$ cat src/rtl/floo_wormhole_arbiter.sv
// Purpose: round-robin wormhole arbiter; once a multi-flit packet wins, the link stays with it until its last flit.
// Latency: 1 cycle from input handshake to data_o (2-entry registered output buffer), 1 flit/cycle sustained.
// Backpressure: ready_o depends only on the registered buffer count, never combinationally on ready_i.
//
// Ports:
//   clk_i, rst_ni            clock, async active-low reset
//   valid_i/ready_o/data_i/last_i   per-requester flit stream
//   valid_o/ready_i/data_o/last_o   shared output link
//   locked_o                 a multi-flit packet currently holds the link

// Purpose: generic small FIFO; storage is not reset, only pointers and count.
// Latency: data visible on out_dat the cycle after the push.
// Backpressure: pushes beyond Depth are dropped; the caller gates with count.
module floo_fifo #(
    parameter type         T     = logic,
    parameter int unsigned Depth = 2,
    localparam int unsigned CntW  = $clog2(Depth + 1),
    localparam int unsigned AddrW = (Depth > 1) ? $clog2(Depth) : 1
) (
    input  logic            clk_i,
    input  logic            rst_ni,
    input  logic            in_vld,
    input  T                in_dat,
    output logic            out_vld,
    input  logic            out_rdy,
    output T                out_dat,
    output logic [CntW-1:0] count
);
    T               mem [Depth];
    logic [AddrW-1:0] wr_ptr;
    logic [AddrW-1:0] rd_ptr;
    logic           push;
    logic           pop;

    assign push    = in_vld && (count < CntW'(Depth));
    assign out_vld = (count != '0);
    assign pop     = out_vld && out_rdy;
    assign out_dat = mem[rd_ptr];

    always_ff @(posedge clk_i or negedge rst_ni) begin
        if (!rst_ni) begin
            wr_ptr <= '0;
            rd_ptr <= '0;
            count  <= '0;
        end else begin
            if (push) wr_ptr <= (wr_ptr == AddrW'(Depth - 1)) ? '0 : wr_ptr + AddrW'(1);
            if (pop)  rd_ptr <= (rd_ptr == AddrW'(Depth - 1)) ? '0 : rd_ptr + AddrW'(1);
            case ({push, pop})
                2'b10:   count <= count + CntW'(1);
                2'b01:   count <= count - CntW'(1);
                default: count <= count;
            endcase
        end
    end

    always_ff @(posedge clk_i) begin
        if (push) mem[wr_ptr] <= in_dat;
    end
endmodule

module floo_wormhole_arbiter #(
    parameter int  NumInp = 2,
    parameter type flit_t = logic [63:0],
    localparam int PtrW   = (NumInp > 1) ? $clog2(NumInp) : 1
) (
    input  logic              clk_i,
    input  logic              rst_ni,
    input  logic [NumInp-1:0] valid_i,
    output logic [NumInp-1:0] ready_o,
    input  flit_t             data_i [NumInp],
    input  logic [NumInp-1:0] last_i,
    output logic              valid_o,
    input  logic              ready_i,
    output flit_t             data_o,
    output logic              last_o,
    output logic              locked_o
);
    typedef enum logic {IDLE, LOCKED} state_e;

    typedef struct packed {
        flit_t flit;
        logic  last;
    } ent_t;

    state_e          state;
    logic [PtrW-1:0] ptr;
    logic [PtrW-1:0] lock_idx;
    logic [PtrW-1:0] winner;
    logic [NumInp-1:0] grant;
    logic            found;
    logic            has_space;
    logic            in_hs;
    logic            sel_last;
    ent_t            push_dat;
    ent_t            pop_dat;
    logic [1:0]      fifo_cnt;

    function automatic logic [PtrW-1:0] inc_wrap(input logic [PtrW-1:0] v);
        return (v == PtrW'(NumInp - 1)) ? '0 : v + PtrW'(1);
    endfunction

    // Winner selection: locked packets keep the link, otherwise search from ptr with wrap.
    always_comb begin
        int idx;
        grant  = '0;
        winner = '0;
        found  = 1'b0;
        idx    = 0;
        if (state == LOCKED) begin
            winner          = lock_idx;
            grant[lock_idx] = 1'b1;
        end else begin
            for (int k = 0; k < NumInp; k++) begin
                idx = int'(ptr) + k;
                if (idx >= NumInp) idx = idx - NumInp;
                if (!found && valid_i[idx]) begin
                    found       = 1'b1;
                    winner      = PtrW'(idx);
                    grant[idx]  = 1'b1;
                end
            end
        end
    end

    // Fullness comes from the registered count only, so no path from ready_i to ready_o.
    assign has_space = (fifo_cnt < 2'd2);
    assign ready_o   = grant & valid_i & {NumInp{has_space}};
    assign in_hs     = |ready_o;
    assign sel_last  = last_i[winner];

    assign push_dat.flit = data_i[winner];
    assign push_dat.last = sel_last;

    always_ff @(posedge clk_i or negedge rst_ni) begin
        if (!rst_ni) begin
            state    <= IDLE;
            ptr      <= '0;
            lock_idx <= '0;
        end else if (in_hs) begin
            if (state == IDLE) begin
                if (sel_last) begin
                    ptr <= inc_wrap(winner);
                end else begin
                    state    <= LOCKED;
                    lock_idx <= winner;
                end
            end else if (sel_last) begin
                state <= IDLE;
                ptr   <= inc_wrap(lock_idx);
            end
        end
    end

    floo_fifo #(
        .T     (ent_t),
        .Depth (2)
    ) u_out_fifo (
        .clk_i   (clk_i),
        .rst_ni  (rst_ni),
        .in_vld  (in_hs),
        .in_dat  (push_dat),
        .out_vld (valid_o),
        .out_rdy (ready_i),
        .out_dat (pop_dat),
        .count   (fifo_cnt)
    );

    assign data_o   = pop_dat.flit;
    assign last_o   = pop_dat.last;
    assign locked_o = (state == LOCKED);
endmodule

$ cat config.mk
export PLATFORM = sky130hd
export DESIGN_NAME = floo_wormhole_arbiter
export DESIGN_NICKNAME = d
export VERILOG_FILES = /design/src/rtl/floo_wormhole_arbiter.sv
export SDC_FILE = /design/constraint.sdc
export NUM_CORES = 1
export LEC_CHECK = 0
export CORE_MARGIN = 3
export CORE_UTILIZATION = 45
export CTS_CLUSTER_DIAMETER = 150
export DETAILED_ROUTE_END_ITERATION = 10
export GPL_ROUTABILITY_DRIVEN = 0
export GPL_TIMING_DRIVEN = 0
export HOLD_SLACK_MARGIN = 0.08
export PLACE_DENSITY_LB_ADDON = 0.05
export SYNTH_ARGS = -nofsm -noshare
export SYNTH_HDL_FRONTEND = slang
export SYNTH_SLANG_ARGS = --single-unit
$ cat constraint.sdc
create_clock -name clk_i -period 5.2 [get_ports clk_i]
set_clock_uncertainty 0.15 [all_clocks]
set_input_delay 0.78 -clock clk_i [delete_from_list [all_inputs] [get_ports clk_i]]
set_output_delay 0.78 -clock clk_i [all_outputs]
set_load 0.01 [all_outputs]
Word-level counts from Yosys, hierarchy flattened
Memory sizes are Yosys's and may differ from the RTL's.
Cells that the tools add are included.
{"block": "totals", "elab_cells": 88, "ramBits": 130, "in_bits": 135, "n_memories": 1, "regBits": 7, "out_inout_bits": 69}
{"block": "op_classes", "eq_ne": 2, "n_addsub": 9, "reduce_logical": 12, "magnitude_cmp": 11, "bitwise_logic": 6, "mux": 41}
{"name": "u_out_fifo.mem", "words": 2, "width": 65, "read_ports": 1, "rd_clocked_by_memory_dff": 0, "wr": 1, "line": "29", "source": "T mem [Depth];"}
{"operator": "$mux W64", "n": 3}
{"operator": "$mux W32", "n": 4}
{"operator": "$ge A32 B1 Y1 const B", "n": 2}
{"operator": "$lt A32 B3 Y1 const B", "n": 2}
{"operator": "$mux W1", "n": 26}
{"operator": "$mux W2", "n": 4}
{"operator": "$logic_and A1 B1 Y1", "n": 6}
{"operator": "$add A1 B1 Y1 const B", "n": 4}
{"operator": "$and A2 B2 Y2", "n": 2}
{"operator": "$ge A2 B2 Y1 const B", "n": 2}
{"operator": "$lt A1 B2 Y1 const B", "n": 2}
{"operator": "$pmux W2 S2", "n": 1}
{"operator": "$reduce_bool A2 Y1", "n": 2}
{"operator": "$demux W1 S1", "n": 3}
{"operator": "$reduce_and A3 Y1", "n": 1}
{"operator": "$sub A1 B2 Y3 const B", "n": 1}
{"operator": "$sub A2 B2 Y3 const B", "n": 1}
{"operator": "$add A1 B1 Y2 const B", "n": 1}
{"operator": "$add A2 B1 Y2 const B", "n": 1}
{"operator": "$eq A2 B1 Y1 const B", "n": 1}
{"operator": "$eq A2 B2 Y1 const B", "n": 1}
{"operator": "$ge A1 B2 Y1 const B", "n": 1}
{"operator": "$lt A2 B2 Y1 const B", "n": 1}
{"operator": "$not A1 Y1", "n": 2}
{"operator": "7 further kinds", "n": 7}

Longest topological paths before layout
{"block": "logic_depth", "word_depth": 18, "mapped_depth": 7, "mapped_depth_nobuf": 7}

By module
A second synthesis with hierarchy kept.
{"block": "hier_totals", "cells_unflattened": 317, "area_unflattened_um2": 6033.3}
{"module": "floo_fifo", "area_per_inst_um2": 5044.8, "n_inst": 1, "seq_area_each_um2": 4003.8, "cells_each": 219}
{"module": "floo_wormhole_arbiter", "area_per_inst_um2": 988.4, "n_inst": 1, "seq_area_each_um2": 75.1, "cells_each": 98}

Worst setup path after synthesis
OpenSTA, ideal clock, no wires.
{"block": "synth_timing", "kind": "input to register", "from": "in valid_i[0]", "to": "mem u_out_fifo.mem[0][0] (netlist name), enable pin", "setup_time_ns": 0.488, "path_slack_ns": 0.565, "path_buffers": 0, "required_ns": 4.562, "t_arrival_ns": 3.996, "cell_stages": 4, "path_cell_list": "o21bai_1 a21oi_1 inv_1 nor2_1"}
{"block": "synth_between", "elab_chain_cells": 15, "elab_cells_between_ends": 21, "classes_between": "mux: 14; bitwise: 3; reduce/logical: 4"}
{"element": "from (decl)", "line": "68", "source": "input logic [NumInp-1:0] valid_i,"}
{"element": "$mux W1 (not written as such) (3 in a row)", "line": "116", "source": "if (!found && valid_i[idx]) begin"}
{"element": "$mux W1", "line": "116"}
{"element": "$mux W1", "line": "109", "source": "if (state == LOCKED) begin"}
{"element": "$logic_not A1 Y1", "line": "116"}
{"element": "$logic_and A1 B1 Y1", "line": "116"}
{"element": "$mux W2", "line": "116"}
{"element": "$mux W2", "line": "109"}
{"element": "$and A2 B2 Y2 * (2 in a row)", "line": "127", "source": "assign ready_o = grant & valid_i & {NumInp{has_space}};"}
{"element": "$reduce_or A2 Y1 *", "line": "128", "source": "assign in_hs = |ready_o;"}
{"element": "$logic_and A1 B1 Y1 *", "line": "35", "source": "assign push = in_vld && (count < CntW'(Depth));"}
{"element": "$mux W1 *", "line": "57", "source": "if (push) mem[wr_ptr] <= in_dat;"}
{"element": "$mux W1 (not written as such) *", "line": "57"}
{"element": "to (decl)", "line": "29"}
Mark *: on every way between the ends. The rest lies on a longest branch, timed or not. The select of a mux whose other input is x is not followed.

Worst setup path in the final report
{"block": "layout_timing", "from": "in valid_i[1]", "to": "out ready_o[1]"}
{"block": "layout_between", "elab_chain_cells": 11, "elab_cells_between_ends": 17, "classes_between": "mux: 12; bitwise: 3; reduce/logical: 2"}
{"element": "$mux W1 (not written as such) (3 in a row)", "line": "116"}
{"element": "$mux W1", "line": "116"}
{"element": "$mux W1", "line": "109"}
{"element": "$logic_not A1 Y1", "line": "116"}
{"element": "$logic_and A1 B1 Y1", "line": "116"}
{"element": "$mux W2", "line": "116"}
{"element": "$mux W2", "line": "109"}
{"element": "$and A2 B2 Y2 * (2 in a row)", "line": "127"}
{"element": "to (decl)", "line": "69", "source": "output logic [NumInp-1:0] ready_o,"}
Marked as above.

==> results.yml <==
floorplan:
  die_area_sq_um: 14620
  io_pins: 204
  rows: 41
  core_area_sq_um: 12770
  initial_utilization_pct: 46.51
  die_w_um: 120.9
  die_y_um: 120.9
hold_path:
  hp-class: "flop to flop"
critical_path:
  worstSetupStartpointType: "input port"
  worstPathRequired_ns: 4.27
  critical_path.max_fanout: 10
  crit_arrival_ns: 2.94
  path_class: "input port to output pin"
  cp-end-kind: "output pin"
sta:
  setup_viol: 0
  fmaxAchievable_ghz: 0.2585
  post-route-period-util_pct: 74.39
  fin_tns_setup_ns: 0
  hold_viol_final: 0
  max-slew-margin-rel_pct: 56.34
  slew_viol_final: 0
  worst_slew_pin_slew_ns: 0.6550
  worst_slack_ns: 1.332
  rsz0062_at_grt: "false"
  min_period_ns: 3.869
final_layout:
  final_area_sq_um: 8757
  final_common_cell: "clkdlybuf4s50_1"
  drive_gt1_share_pct: 30.77
  nets: 672
  syn_to_final_growth_pct: 47.41
  fillers: 877
  final_cell_mix: "clkdlybuf4s50_1 (203), edfxtp_1 (130), mux2_2 (103)"
  antenna_cells: 0
clock_network:
  cts_resized: 0
  cts_sinks: 137
  postCtsSetupBuffers: 0
  cts_buffers: 17
  cts_hold_buf: 0
  cts_max_level: 4
  clk_path_buf_depth: 2
  clk_pin_slew_ns: 0.05
  clk_latency_ns: 0.41
  tritoncts: "yes"
  root_buffer: "clkbuf_16"
synthesis:
  synth_cells: 311
  synth_area_leaders: "edfxtp_1 (66%), mux2_2 (20%), mux2_4 (6.8%), dfrtp_1 (2.9%), buf_6 (0.76%)"
  yosys.area.top_type: "edfxtp_1"
  ys_seq_area_share_pct: 68.66
  synth_edf_count: 130
  yosysWarnings: 0
  avgSynthCellArea_sq_um: 19.10
  syn_area_sq_um: 5941
  syn_nets: 447
  ys.flop_type: "edfxtp_1"
  async_flop_share_pct: 5.109
  ys_ff_latch: 137
  synth_cell_types: 27
  synth_top_area_share_pct: 65.71
run:
  drv_cap: 0
placement:
  dp_slack_ns: 1.325
  dp_hpwl_um: 9091
  port_buffers: 203
  placed_area_sq_um: 8258
routing:
  first_pass_iters: 4
  wl_per_cell_um: 18.06
  drtAntennaViolNets: 0
  drc_errors: 0
  via_per_inst: 4.918
  wl_um: 12970
  initialDrtViolationCount: 184
  num_vias: 3531
global_route:
  grtUsageTotal_pct: 18.18
  grt_pass1_vias: 3853
  grt-ovfl-total: 0
  grt_pass1_wl_um: 19650
  antenna_found_initial: 0
  grt_max_degree: 34
power:
  vdd_drop_max_mv: 0.2758
  leakage_nw: 3.116
  totalPowerFinal_mw: 4.999
  power_density_nw_per_um2: 570.8
outcome:
  status: "complete, no violations"
[final timing paths]
check	cells after the start	to	slack (ns)	startpoint
max in group asynchronous	1	u_out_fifo.count[0]$_DFFE_PN0P_	4.18	rst_ni
setup / recovery	7	ready_o[1]	1.33	valid_i[1]
hold / removal	1	u_out_fifo.count[0]$_DFFE_PN0P_	0.37	u_out_fifo.count[0]$_DFFE_PN0P_
min in group asynchronous	1	locked_o$_DFFE_PN0N_	0.48	rst_ni
setup reg to reg	4	u_out_fifo.mem[1][19]$_DFFE_PP_	2.86	u_out_fifo.count[1]$_DFFE_PN0P_
hold reg to reg	1	u_out_fifo.count[0]$_DFFE_PN0P_	0.37	u_out_fifo.count[0]$_DFFE_PN0P_
[final cells by class]
cell class,count,area (sq um),area share (%)
Tap cell,172,215.2,2.457
Buffer,14,91.34,1.043
Inverter,1,3.754,0.04286
Sequential cell,137,4079,46.58
Clock inverter,7,55.05,0.6287
Multi-Input combinational cell,159,1777,20.29
Timing Repair Buffer,206,2092,23.89
Clock buffer,22,444.2,5.072
[flip-flops by register name, indices dropped and copies added, names as in the netlist]
name and count:
u_out_fifo.rd_ptr 1, u_out_fifo.count 2, u_out_fifo.mem 130, lock_idx 1, u_out_fifo.wr_ptr 1, locked_o 1
ptr 1
[per-layer routing]
metal / GRT usage (%) / part of all wire [%] / vias up
met5: 0 / 0 / -
met4: 8.286 / 2.3 / 0
met3: 6.340 / 8.2 / 23
met2: 30.84 / 50 / 141
met1: 20.62 / 39 / 1703
li1: - / - / 1664
[critical path, cell delays in order]
cell and delay [ns]:
clkdlybuf4s50_1 0.52, nor2b_1 0.20, a22o_1 0.28, buf_6 0.24, buf_6 0.20, and3b_1 0.18
clkdlybuf4s50_1 0.53
[through the flow]
step / hold slack (ns) / utilization, % / std cells
6_report: 0.3713 / 68.56 / 718
5_1_grt: 0.3878 / 68.56 / 718
4_1_cts: 0.3722 / 68.56 / 718
3_5_place_dp: 0.3647 / 64.65 / 689
3_3_place_gp: 0.3200 / 64.10 / 686
2_1_floorplan: 0.3055 / - / 311
[cell families (layout without fill, tap and decap cells)]
kind of cell / Yosys count / after routing / share of synthesized area, %
xor+xnor: 5 / 5 / 0.7373
buf+inv: 15 / 250 / 1.600
compound gates: 11 / 11 / 1.222
simple gates: 11 / 11 / 1.053
fa+ha+maj: 1 / 1 / 0.2106
mux: 131 / 131 / 26.52
flops: 137 / 137 / 68.66
[power by group]
part / switching (mW) / internal (mW)
clock network: 0.399 / 0.639
logic: 0.968 / 1.22
registers: 0.0883 / 1.69
[synthesized netlist by cell type (2+ instances only)]
library cell,count
dfrtp_1,7
a21oi_1,3
mux2_2,103
buf_6,4
clkbuf_1,3
nand2b_1,2
nor2_1,2
xor2_1,3
and2_1,2
xnor2_1,2
mux2_4,27
edfxtp_1,130
o21ai_0,3
buf_2,7
Power figures use the tool's default switching activity.
